## config.mk

```make
export PLATFORM = sky130hd
export DESIGN_NAME = plugin_pixel_stream_proc_flat
export DESIGN_NICKNAME = d
export VERILOG_FILES = /design/src/rtl/plugin_pixel_stream_proc_if.sv /design/src/rtl/plugin_pixel_stream_proc.sv /design/src/flat_wrapper.sv
export SDC_FILE = /design/constraint.sdc
export NUM_CORES = 2
export LEC_CHECK = 0
export BUFFER_PORTS_ARGS = -buffer_cell sky130_fd_sc_hd__buf_2
export CAP_MARGIN = 20
export CORE_MARGIN = 2
export CORE_UTILIZATION = 55
export CTS_CLUSTER_DIAMETER = 40
export CTS_CLUSTER_SIZE = 8
export DETAILED_ROUTE_END_ITERATION = 8
export HOLD_SLACK_MARGIN = 0.02
export PLACE_DENSITY = 0.74
export SLEW_MARGIN = 20
export SYNTH_ARGS = -nofsm -noshare
export SYNTH_HDL_FRONTEND = slang
export SYNTH_SLANG_ARGS = --single-unit
```

## constraint.sdc

```tcl
create_clock -name clk -period 9.1 [get_ports clk]
set_clock_uncertainty 0.05 [all_clocks]
set_input_delay 1.82 -clock clk [delete_from_list [all_inputs] [get_ports clk]]
set_output_delay 1.82 -clock clk [all_outputs]
set_load 0.01 [all_outputs]
```

## src/rtl/plugin_pixel_stream_proc_if.sv

```systemverilog
// Memory port bundle between the pixel accelerator and plugin memory.
// master: req/we/addr/wdata out, rdata/ready in; slave is the mirror.
interface plugin_pixel_stream_proc_if;
  logic        mem_req;
  logic        mem_we;
  logic [31:0] mem_addr;
  logic [31:0] mem_wdata;
  logic [31:0] mem_rdata;
  logic        mem_ready;

  modport master (
    output mem_req,
    output mem_we,
    output mem_addr,
    output mem_wdata,
    input  mem_rdata,
    input  mem_ready
  );

  modport slave (
    input  mem_req,
    input  mem_we,
    input  mem_addr,
    input  mem_wdata,
    output mem_rdata,
    output mem_ready
  );
endinterface

```

## src/rtl/plugin_pixel_stream_proc.sv

```systemverilog
// Memory-to-memory RGB to 8-bit pixel converter for the plugin slot.
// Ports: clk, reset_n, start/abort control, mode/thresh/base/size
// config, busy/done/aborted/progress status, mem (master) bus.
module plugin_pixel_stream_proc #(
  parameter int DIM_W = 16,
  parameter int PACK  = 4
) (
  input  logic               clk,
  input  logic               reset_n,
  input  logic               start,
  input  logic               abort,
  input  logic [1:0]         mode,
  input  logic [7:0]         thresh,
  input  logic [31:0]        in_base,
  input  logic [31:0]        out_base,
  input  logic [DIM_W-1:0]   width,
  input  logic [DIM_W-1:0]   height,
  output logic               busy,
  output logic               done,
  output logic               aborted,
  output logic [2*DIM_W-1:0] progress,
  plugin_pixel_stream_proc_if.master mem
);

  localparam int CW = 2 * DIM_W;

  typedef enum logic [2:0] {
    IDLE,
    READ,
    CALC,
    WRITE,
    DONE
  } state_t;

  state_t          state;
  logic [1:0]      mode_q;
  logic [7:0]      thresh_q;
  logic [31:0]     in_base_q;
  logic [31:0]     out_base_q;
  logic [CW-1:0]   total_q;
  logic [CW-1:0]   idx_q;
  logic [23:0]     pix_q;
  logic [31:0]     pack_q;

  logic [CW-1:0]   total_d;
  logic [CW-1:0]   idx_inc;
  logic            last;
  logic [7:0]      r;
  logic [7:0]      g;
  logic [7:0]      b;
  logic [9:0]      sum0;
  logic [15:0]     wsum;
  logic [7:0]      wgray;
  logic [7:0]      res;
  logic [1:0]      lane;
  logic            lane_end;
  logic [31:0]     pack_nxt;
  logic [31:0]     wdata_nxt;
  logic [31:0]     rd_next;
  logic [31:0]     wr_addr;
  logic            unused_lsb;

  function automatic logic [31:0] off(
    input logic [CW-1:0] i
  );
    return 32'(i) << 2;
  endfunction

  assign unused_lsb = ^mem.mem_rdata[7:0];

  assign total_d = CW'(width) * CW'(height);
  assign idx_inc = idx_q + CW'(1);
  assign last    = (idx_q == total_q - CW'(1));

  assign r = pix_q[23:16];
  assign g = pix_q[15:8];
  assign b = pix_q[7:0];

  assign sum0 = 10'(r) + 10'(g) + 10'(b);

  // Weights sum to 256, so the top byte of wsum
  // is a full-scale 0..255 luminance.
  assign wsum = 16'(r) * 16'd77
              + 16'(g) * 16'd150
              + 16'(b) * 16'd29;
  assign wgray = wsum[15:8];

  always_comb begin
    res = 8'h00;
    unique case (mode_q)
      2'd0: res = sum0[9:2];
      2'd1: res = wgray;
      2'd2: res = (wgray >= thresh_q) ? 8'hFF : 8'h00;
      2'd3: res = ~wgray;
      default: res = 8'h00;
    endcase
  end

  assign lane     = (PACK == 1) ? 2'd0 : idx_q[1:0];
  assign lane_end = (PACK == 1) || (lane == 2'd3);

  always_comb begin
    pack_nxt = pack_q;
    pack_nxt[{lane, 3'b000} +: 8] = res;
  end

  assign wdata_nxt = (PACK == 1) ? {res, res, res, 8'h00}
                                 : pack_nxt;

  assign rd_next = in_base_q + off(idx_inc);

  assign wr_addr = (PACK == 1)
                 ? out_base_q + off(idx_q)
                 : out_base_q + off(idx_q >> 2);

  always_ff @(posedge clk or negedge reset_n) begin
    if (!reset_n) begin
      state         <= IDLE;
      mode_q        <= '0;
      thresh_q      <= '0;
      in_base_q     <= '0;
      out_base_q    <= '0;
      total_q       <= '0;
      idx_q         <= '0;
      pix_q         <= '0;
      pack_q        <= '0;
      progress      <= '0;
      busy          <= 1'b0;
      done          <= 1'b0;
      aborted       <= 1'b0;
      mem.mem_req   <= 1'b0;
      mem.mem_we    <= 1'b0;
      mem.mem_addr  <= '0;
      mem.mem_wdata <= '0;
    end else begin
      done    <= 1'b0;
      aborted <= 1'b0;
      if (state != IDLE && abort) begin
        // Drop the bus at once; any pending write is lost.
        state       <= IDLE;
        busy        <= 1'b0;
        aborted     <= 1'b1;
        mem.mem_req <= 1'b0;
        mem.mem_we  <= 1'b0;
      end else begin
        unique case (state)
          IDLE: begin
            if (start) begin
              mode_q     <= mode;
              thresh_q   <= thresh;
              in_base_q  <= in_base;
              out_base_q <= out_base;
              total_q    <= total_d;
              idx_q      <= '0;
              progress   <= '0;
              pack_q     <= '0;
              busy       <= 1'b1;
              if (total_d == '0) begin
                state <= DONE;
              end else begin
                state        <= READ;
                mem.mem_req  <= 1'b1;
                mem.mem_we   <= 1'b0;
                mem.mem_addr <= in_base;
              end
            end
          end
          READ: begin
            // Arriving from WRITE the request is re-raised
            // one cycle later; the address is already set.
            if (!mem.mem_req) begin
              mem.mem_req <= 1'b1;
            end else if (mem.mem_ready) begin
              pix_q       <= mem.mem_rdata[31:8];
              mem.mem_req <= 1'b0;
              state       <= CALC;
            end
          end
          CALC: begin
            pack_q   <= pack_nxt;
            progress <= progress + CW'(1);
            if (lane_end || last) begin
              state         <= WRITE;
              mem.mem_req   <= 1'b1;
              mem.mem_we    <= 1'b1;
              mem.mem_addr  <= wr_addr;
              mem.mem_wdata <= wdata_nxt;
            end else begin
              idx_q        <= idx_inc;
              state        <= READ;
              mem.mem_req  <= 1'b1;
              mem.mem_addr <= rd_next;
            end
          end
          WRITE: begin
            if (mem.mem_ready) begin
              mem.mem_req <= 1'b0;
              mem.mem_we  <= 1'b0;
              pack_q      <= '0;
              if (last) begin
                state <= DONE;
              end else begin
                idx_q        <= idx_inc;
                mem.mem_addr <= rd_next;
                state        <= READ;
              end
            end
          end
          DONE: begin
            done  <= 1'b1;
            busy  <= 1'b0;
            state <= IDLE;
          end
          default: begin
            state <= IDLE;
            busy  <= 1'b0;
          end
        endcase
      end
    end
  end

endmodule

```

## src/flat_wrapper.sv

```systemverilog
// flat-port wrapper written by rule: the top's interface ports become plain ports
module plugin_pixel_stream_proc_flat 
#(
  parameter int DIM_W = 16,
  parameter int PACK  = 4
)
  (clk, reset_n, start, abort, mode, thresh, in_base, out_base, width, height, busy, done, aborted, progress, mem_mem_req, mem_mem_we, mem_mem_addr, mem_mem_wdata, mem_mem_rdata, mem_mem_ready);
  plugin_pixel_stream_proc_if mem_i ();
  input  logic clk;
  input  logic reset_n;
  input  logic start;
  input  logic abort;
  input  logic [1:0] mode;
  input  logic [7:0] thresh;
  input  logic [31:0] in_base;
  input  logic [31:0] out_base;
  input  logic [DIM_W-1:0] width;
  input  logic [DIM_W-1:0] height;
  output logic busy;
  output logic done;
  output logic aborted;
  output logic [2*DIM_W-1:0] progress;
  output wire logic [$bits(mem_i.mem_req)-1:0] mem_mem_req;
  output wire logic [$bits(mem_i.mem_we)-1:0] mem_mem_we;
  output wire logic [$bits(mem_i.mem_addr)-1:0] mem_mem_addr;
  output wire logic [$bits(mem_i.mem_wdata)-1:0] mem_mem_wdata;
  input wire logic [$bits(mem_i.mem_rdata)-1:0] mem_mem_rdata;
  input wire logic [$bits(mem_i.mem_ready)-1:0] mem_mem_ready;
  assign mem_mem_req = mem_i.mem_req;
  assign mem_mem_we = mem_i.mem_we;
  assign mem_mem_addr = mem_i.mem_addr;
  assign mem_mem_wdata = mem_i.mem_wdata;
  assign mem_i.mem_rdata = mem_mem_rdata;
  assign mem_i.mem_ready = mem_mem_ready;
  plugin_pixel_stream_proc #(.DIM_W(DIM_W), .PACK(PACK)) u_core (.clk(clk), .reset_n(reset_n), .start(start), .abort(abort), .mode(mode), .thresh(thresh), .in_base(in_base), .out_base(out_base), .width(width), .height(height), .busy(busy), .done(done), .aborted(aborted), .progress(progress), .mem(mem_i));
endmodule
```

After elaboration in Yosys (flattened, before gate mapping). Cells that the tools add are included.

Flip-flop bits (word level): 298. Word-level logic and storage cells: 123. Output and inout bits: 101. Input bits: 143.

Multiply operators: 4. Bitwise logic cells: 2. Shift-type cells: 2. Add/subtract/negate cells: 10. Mux-type cells: 44. Eq/ne operators: 21. Reduce and logical (&&, ||, !) cells: 22. Magnitude comparators: 1.

Operators with widths (number): 2-to-1 mux 32 bit (10); one-hot mux 32 bit (3 select lines) (3); adder 32 x 1 -> 32 bit, second input constant (2); adder 32 bit (2); one-hot mux 32 bit (2 select lines) (1); bitwise mux 32 bit (1); == test 32 bit (1); zero test 32 bit (1); multiplier 16 x 16 -> 32 bit (1); one-hot mux 8 bit (4 select lines) (1); variable shift 8 x 7 -> 32 bit, first input constant (1); indexed part select 8 x 7 -> 32 bit (1); subtractor 32 x 1 -> 32 bit, second input constant (1); multiplier 8 x 7 -> 15 bit, second input constant (2); 2-to-1 mux 3 bit (7); adder 15 x 16 -> 16 bit (1); adder 16 x 13 -> 16 bit (1); AND reduction 4 bit (4); 2-to-1 mux 1 bit (15); multiplier 8 x 5 -> 13 bit, second input constant (1); != test 3 x 2 -> 1 bit, second input constant (4); one-hot mux 3 bit (4 select lines) (1); AND reduction 6 bit (2); adder 10 x 8 -> 10 bit (1); 30 further kinds (41).

Logic depth before layout (Yosys ltp).
Depth after elaboration: 9. Mapped depth: 33. Mapped depth without buffers: 33.

Least setup slack after synthesis. OpenSTA, ideal clock, no wires.

Path type: input to register. From: input width[7]. To: register u_core.mem.mem_addr[10]. Data arrival time: 8.526 ns. Stages on the path: 27. Data required time: 8.925 ns. Setup time: 0.125 ns. Buffers on the path: 4. Path slack: 0.399 ns. Cells stage by stage: clkbuf_1 nand2_1 fa_1 inv_1 fa_1 inv_1 fa_1 inv_1 fa_1 inv_1 fa_1 inv_1 fa_1 ha_1 clkbuf_1 a21o_1 a2111oi_1 o31ai_1 o31ai_2 mux2i_1 o2111ai_1 nor4b_2 nand3_1 and3_1 buf_6 buf_12 mux2_4.

Word-level cells in the longest chain between the ends: 4.

RTL lines: start: declaration (RTL line flat_wrapper.sv:17) `input logic [DIM_W-1:0] width;`; multiplier 16 x 16 -> 32 bit (RTL line plugin_pixel_stream_proc.sv:71) `assign total_d = CW'(width) * CW'(height);`; zero test 32 bit (RTL line plugin_pixel_stream_proc.sv:158) `if (total_d == '0) begin`; != test 2 bit (no line); AND reduction 6 bit (no line); end signal: assignment (RTL line plugin_pixel_stream_proc.sv:164) `mem.mem_addr <= in_base;`; end signal: assignment (RTL line plugin_pixel_stream_proc.sv:186) `mem.mem_addr <= wr_addr;`; end signal: assignment (RTL line plugin_pixel_stream_proc.sv:192) `mem.mem_addr <= rd_next;`; end: declaration (RTL line plugin_pixel_stream_proc_if.sv:14) `output mem_addr,`.

Every way passes these cells. A chain may end at the register's enable or synchronous reset.

Worst setup path after layout.
From: register u_core.pix_q[12]. To: register u_core.mem.mem_wdata[5].

Word-level cells in the longest chain between the ends: 8. Elaborated cells between the ends (all ways): 11. Classes of those cells: 4 x add/sub; 1 x mul; 1 x order compare; 1 x shift; 3 x mux; 1 x bitwise.

RTL lines: start: declaration (RTL line plugin_pixel_stream_proc.sv:42) `logic [23:0] pix_q;`; start signal: assignment (RTL line plugin_pixel_stream_proc.sv:174) `pix_q <= mem.mem_rdata[31:8];`; multiplier 8 x 7 -> 15 bit (RTL line plugin_pixel_stream_proc.sv:84) `+ 16'(g) * 16'd150`; adder 15 x 16 -> 16 bit (RTL line plugin_pixel_stream_proc.sv:84); adder 16 x 13 -> 16 bit (RTL line plugin_pixel_stream_proc.sv:85) `+ 16'(b) * 16'd29;`; greater-or-equal comparator 8 bit (RTL line plugin_pixel_stream_proc.sv:93) `2'd2: res = (wgray >= thresh_q) ? 8'hFF : 8'h00;`; 2-to-1 mux 8 bit (RTL line plugin_pixel_stream_proc.sv:93); one-hot mux 8 bit (4 select lines) (*) (RTL line plugin_pixel_stream_proc.sv:90) `unique case (mode_q)`; indexed part select 8 x 7 -> 32 bit (*) (RTL line plugin_pixel_stream_proc.sv:104) `pack_nxt[{lane, 3'b000} +: 8] = res;`; bitwise mux 32 bit (*) (RTL line plugin_pixel_stream_proc.sv:104); end signal: assignment (RTL line plugin_pixel_stream_proc.sv:187) `mem.mem_wdata <= wdata_nxt;`; end: declaration (RTL line plugin_pixel_stream_proc_if.sv:15) `output mem_wdata,`.

Mark *: on every way between the ends. The rest lies on a longest branch, timed or not.

==> flow_metrics.py <==
metrics = {
    "worst_setup_path": {
        "worstPathMaxFanout": 8,
        "rrSetupSlack_ns": 0.63,
        "cp-start-kind": "flop",
        "cp_slowest_cell": "fa_1",
        "reg2reg_to": "u_core.mem.mem_wdata[5]",
        "ff2ff_path_depth": 34,
        "max_stage_delay_ns": 0.57,
        "cp_data_required_time_ns": 9.51,
        "crit_top_cell": "ha_1",
        "worstSetupEndpointType": "flop",
        "crit_start": "u_core.pix_q[12]",
        "r2r_start": "u_core.pix_q[12]",
        "worst-setup-path-type": "reg2reg",
        "crit_path_end": "u_core.mem.mem_wdata[5]",
        "worst_ep_arrival_time_ns": 8.88,
    },
    "detailed_routing": {
        "routedWlPerCell_microns": 17.8,
        "drtIter0Drc": 1751,
        "drt_first_pass_iters": 6,
        "vias_per_cell": 5.70,
        "antenna_left": 0,
        "routed_wirelength_mm": 76.5,
        "num_vias": 24600,
        "drc": 0,
    },
    "cts": {
        "cts_sinks": 298,
        "post-cts-setup-buffers": 0,
        "cts_buffers": 53,
        "clk_latency_ns": 0.59,
        "post_cts_resized": 0,
        "htreeDepth": 2,
        "postCtsHoldBufs": 0,
        "clockBufferDepth": 3,
        "root_buffer": "clkbuf_16",
        "clk_pin_slew_worst_paths_ns": 0.05,
        "cts_tree": "built",
    },
    "global_route": {
        "antenna_found_initial": 1,
        "grt_max_degree": 183,
        "grt_pass1_vias": 24400,
        "grt_pass1_wl_mm": 126,
        "track_usage": 0.277,
        "grt-ovfl-total": 0,
    },
    "die": {
        "die_area_sq_um": 56000,
        "die_width_microns": 237,
        "start_util": 0.555,
        "row_count": 85,
        "num_io_pins": 244,
        "coreArea_sq_um": 53700,
        "die_h_microns": 237,
    },
    "placement": {
        "portBuffers": 235,
        "gp_congestion": 0.975,
        "place_hpwl_mm": 59.0,
    },
    "yosys": {
        "netlist_instances": 3361,
        "yosysSeqAreaShare": 0.250,
        "synth_most_common_cell": "nand2_1",
        "syn_area_per_cell_sq_um": 8.86,
        "ys_ff_latch": 298,
        "synthTopCellsByCount": "nand2_1, inv_1, dfrtp_1, ha_1, fa_1",
        "synth_edf_count": 0,
        "async_reset_ff_frac": 1.00,
        "ys_types": 90,
        "ys.flop_type": "dfrtp_1",
        "synth.area.top_cells": "dfrtp_1, fa_1, ha_1",
        "yosysWarnings": 0,
        "synth_area_sq_um": 29800,
        "syn-num-nets": 4033,
        "yosysTopAreaCellShare": 0.250,
        "yosys.area.top_type": "dfrtp_1",
    },
    "timing": {
        "setup_violations": 0,
        "fin_crit_ns": 8.47,
        "final-hold-violation-count": 0,
        "setup-tns-final_ns": 0,
        "fin_crit_sh": 0.931,
        "tightest_slew_ns": 1.22,
        "slew_violations": 0,
        "rsz0062_at_grt": "no",
        "slew-limit-headroom": 0.189,
        "fmax_mhz": 118,
    },
    "job": {
        "cap_violations": 0,
    },
    "worst_hold_path": {
        "whs_path_depth": 2,
        "hold_path.class": "reg2reg",
    },
    "status": {
        "status": "finished clean",
    },
    "final_layout": {
        "nets": 4255,
        "drive_gt1_frac": 0.128,
        "area_growth_syn_to_layout_pct": 12.7,
    },
}
-- cell type report --
class	instances	area, sq um
Multi-Input combinational cell	2552	20300
Tap cell	696	871
Clock inverter	19	309
Inverter	374	1400
Clock buffer	64	1430
Timing Repair Buffer	304	1750
Antenna cell	1	2.50
Sequential cell	298	7460
Fill cell	4602	20100
-- per-stage QoR --
step / setup WS, ns / util / hold slack, ns / std cells / instance area [sq um]
floorplan: 0.399 / - / 0.392 / 3361 / 29800
global placement: 0.215 / 0.592 / 0.405 / 4223 / 31800
detailed placement: 0.153 / 0.592 / 0.416 / 4223 / 31800
CTS: 0.572 / 0.624 / 0.426 / 4306 / 33500
global route: 0.0504 / 0.625 / 0.446 / 4308 / 33600
finish: 0.626 / 0.625 / 0.420 / 4308 / 33600
-- flip-flops by register name, indices dropped and copies added (netlist names) --
name / count
u_core.idx_q: 32
u_core.in_base_q: 32
u_core.mem.mem_addr: 32
u_core.mem.mem_wdata: 32
u_core.out_base_q: 32
u_core.pack_q: 32
u_core.progress: 32
u_core.total_q: 32
u_core.pix_q: 24
u_core.thresh_q: 8
u_core.state: 3
u_core.mode_q: 2
u_core.aborted: 1
u_core.busy: 1
u_core.done: 1
u_core.mem.mem_req: 1
u_core.mem.mem_we: 1
-- layout by cell type (no fill, tap or decap), types with 11 or more instances in the layout --
cell | Yosys | layout
nor2_1 | 156 | 155
nand3_1 | 65 | 65
a21oi_1 | 163 | 163
nor4_1 | 20 | 20
o21a_1 | 20 | 20
a222oi_1 | 13 | 13
o211ai_1 | 18 | 18
a22oi_1 | 14 | 14
xnor2_1 | 126 | 126
buf_2 | 11 | 234
o21bai_1 | 11 | 11
nand2b_1 | 19 | 18
a211oi_1 | 15 | 15
inv_1 | 373 | 373
clkbuf_16 | 0 | 53
nand2_1 | 578 | 577
or3_1 | 19 | 19
dfrtp_1 | 298 | 298
and3_1 | 32 | 31
o21ai_0 | 167 | 166
a21o_1 | 41 | 41
fa_1 | 252 | 252
o31ai_1 | 13 | 13
nor3_1 | 34 | 34
mux2_4 | 16 | 16
mux2i_1 | 31 | 31
xor2_1 | 77 | 77
a31oi_1 | 22 | 22
mux2_2 | 22 | 22
ha_1 | 277 | 277
nand4_1 | 23 | 23
a22o_1 | 21 | 21
nor2b_1 | 39 | 39
and2_1 | 101 | 100
buf_4 | 6 | 66
-- cells by family after synthesis --
| kind of cell | share of synthesized area |
|---|---|
| mux | 0.0268 |
| fa+ha+maj | 0.286 |
| xor+xnor | 0.0597 |
| buf+inv | 0.0675 |
| compound gates | 0.131 |
| simple gates | 0.179 |
| flops | 0.250 |
-- per-layer routing --
| layer | up-vias | track usage | part of all wire |
|---|---|---|---|
| met4 | 0 | 0.0974 | 0.035 |
| li1 | 11700 | - | - |
| met1 | 12100 | 0.377 | 0.44 |
| met2 | 706 | 0.462 | 0.48 |
| met3 | 127 | 0.0286 | 0.049 |
| met5 | - | 0 | 0 |
-- worst max-delay path, delay by kind of cell, from the launching register on --
family,cells,cell delay [ns]
buffers and inverters,6,0.44
xor gates and xnor gates,1,0.12
and+or+nand+nor,6,0.89
AOI/OAI and AO/OA,10,2.00
DFF,1,0.48
adders and majority gates,11,4.37
-- worst min-delay path by stage --
stage / startpoint / endpoint
floorplan: u_core.pack_q[14] / u_core.pack_q[14]
global placement: u_core.pack_q[7] / u_core.pack_q[7]
detailed placement: u_core.pack_q[22] / u_core.pack_q[22]
CTS: u_core.pack_q[22] / u_core.pack_q[22]
global route: u_core.mem.mem_wdata[20] / u_core.mem.mem_wdata[20]
finish: u_core.pack_q[22] / u_core.pack_q[22]
Power is not shown: default switching activity piles up to over one toggle a cycle in this logic, so the estimate is an artifact.
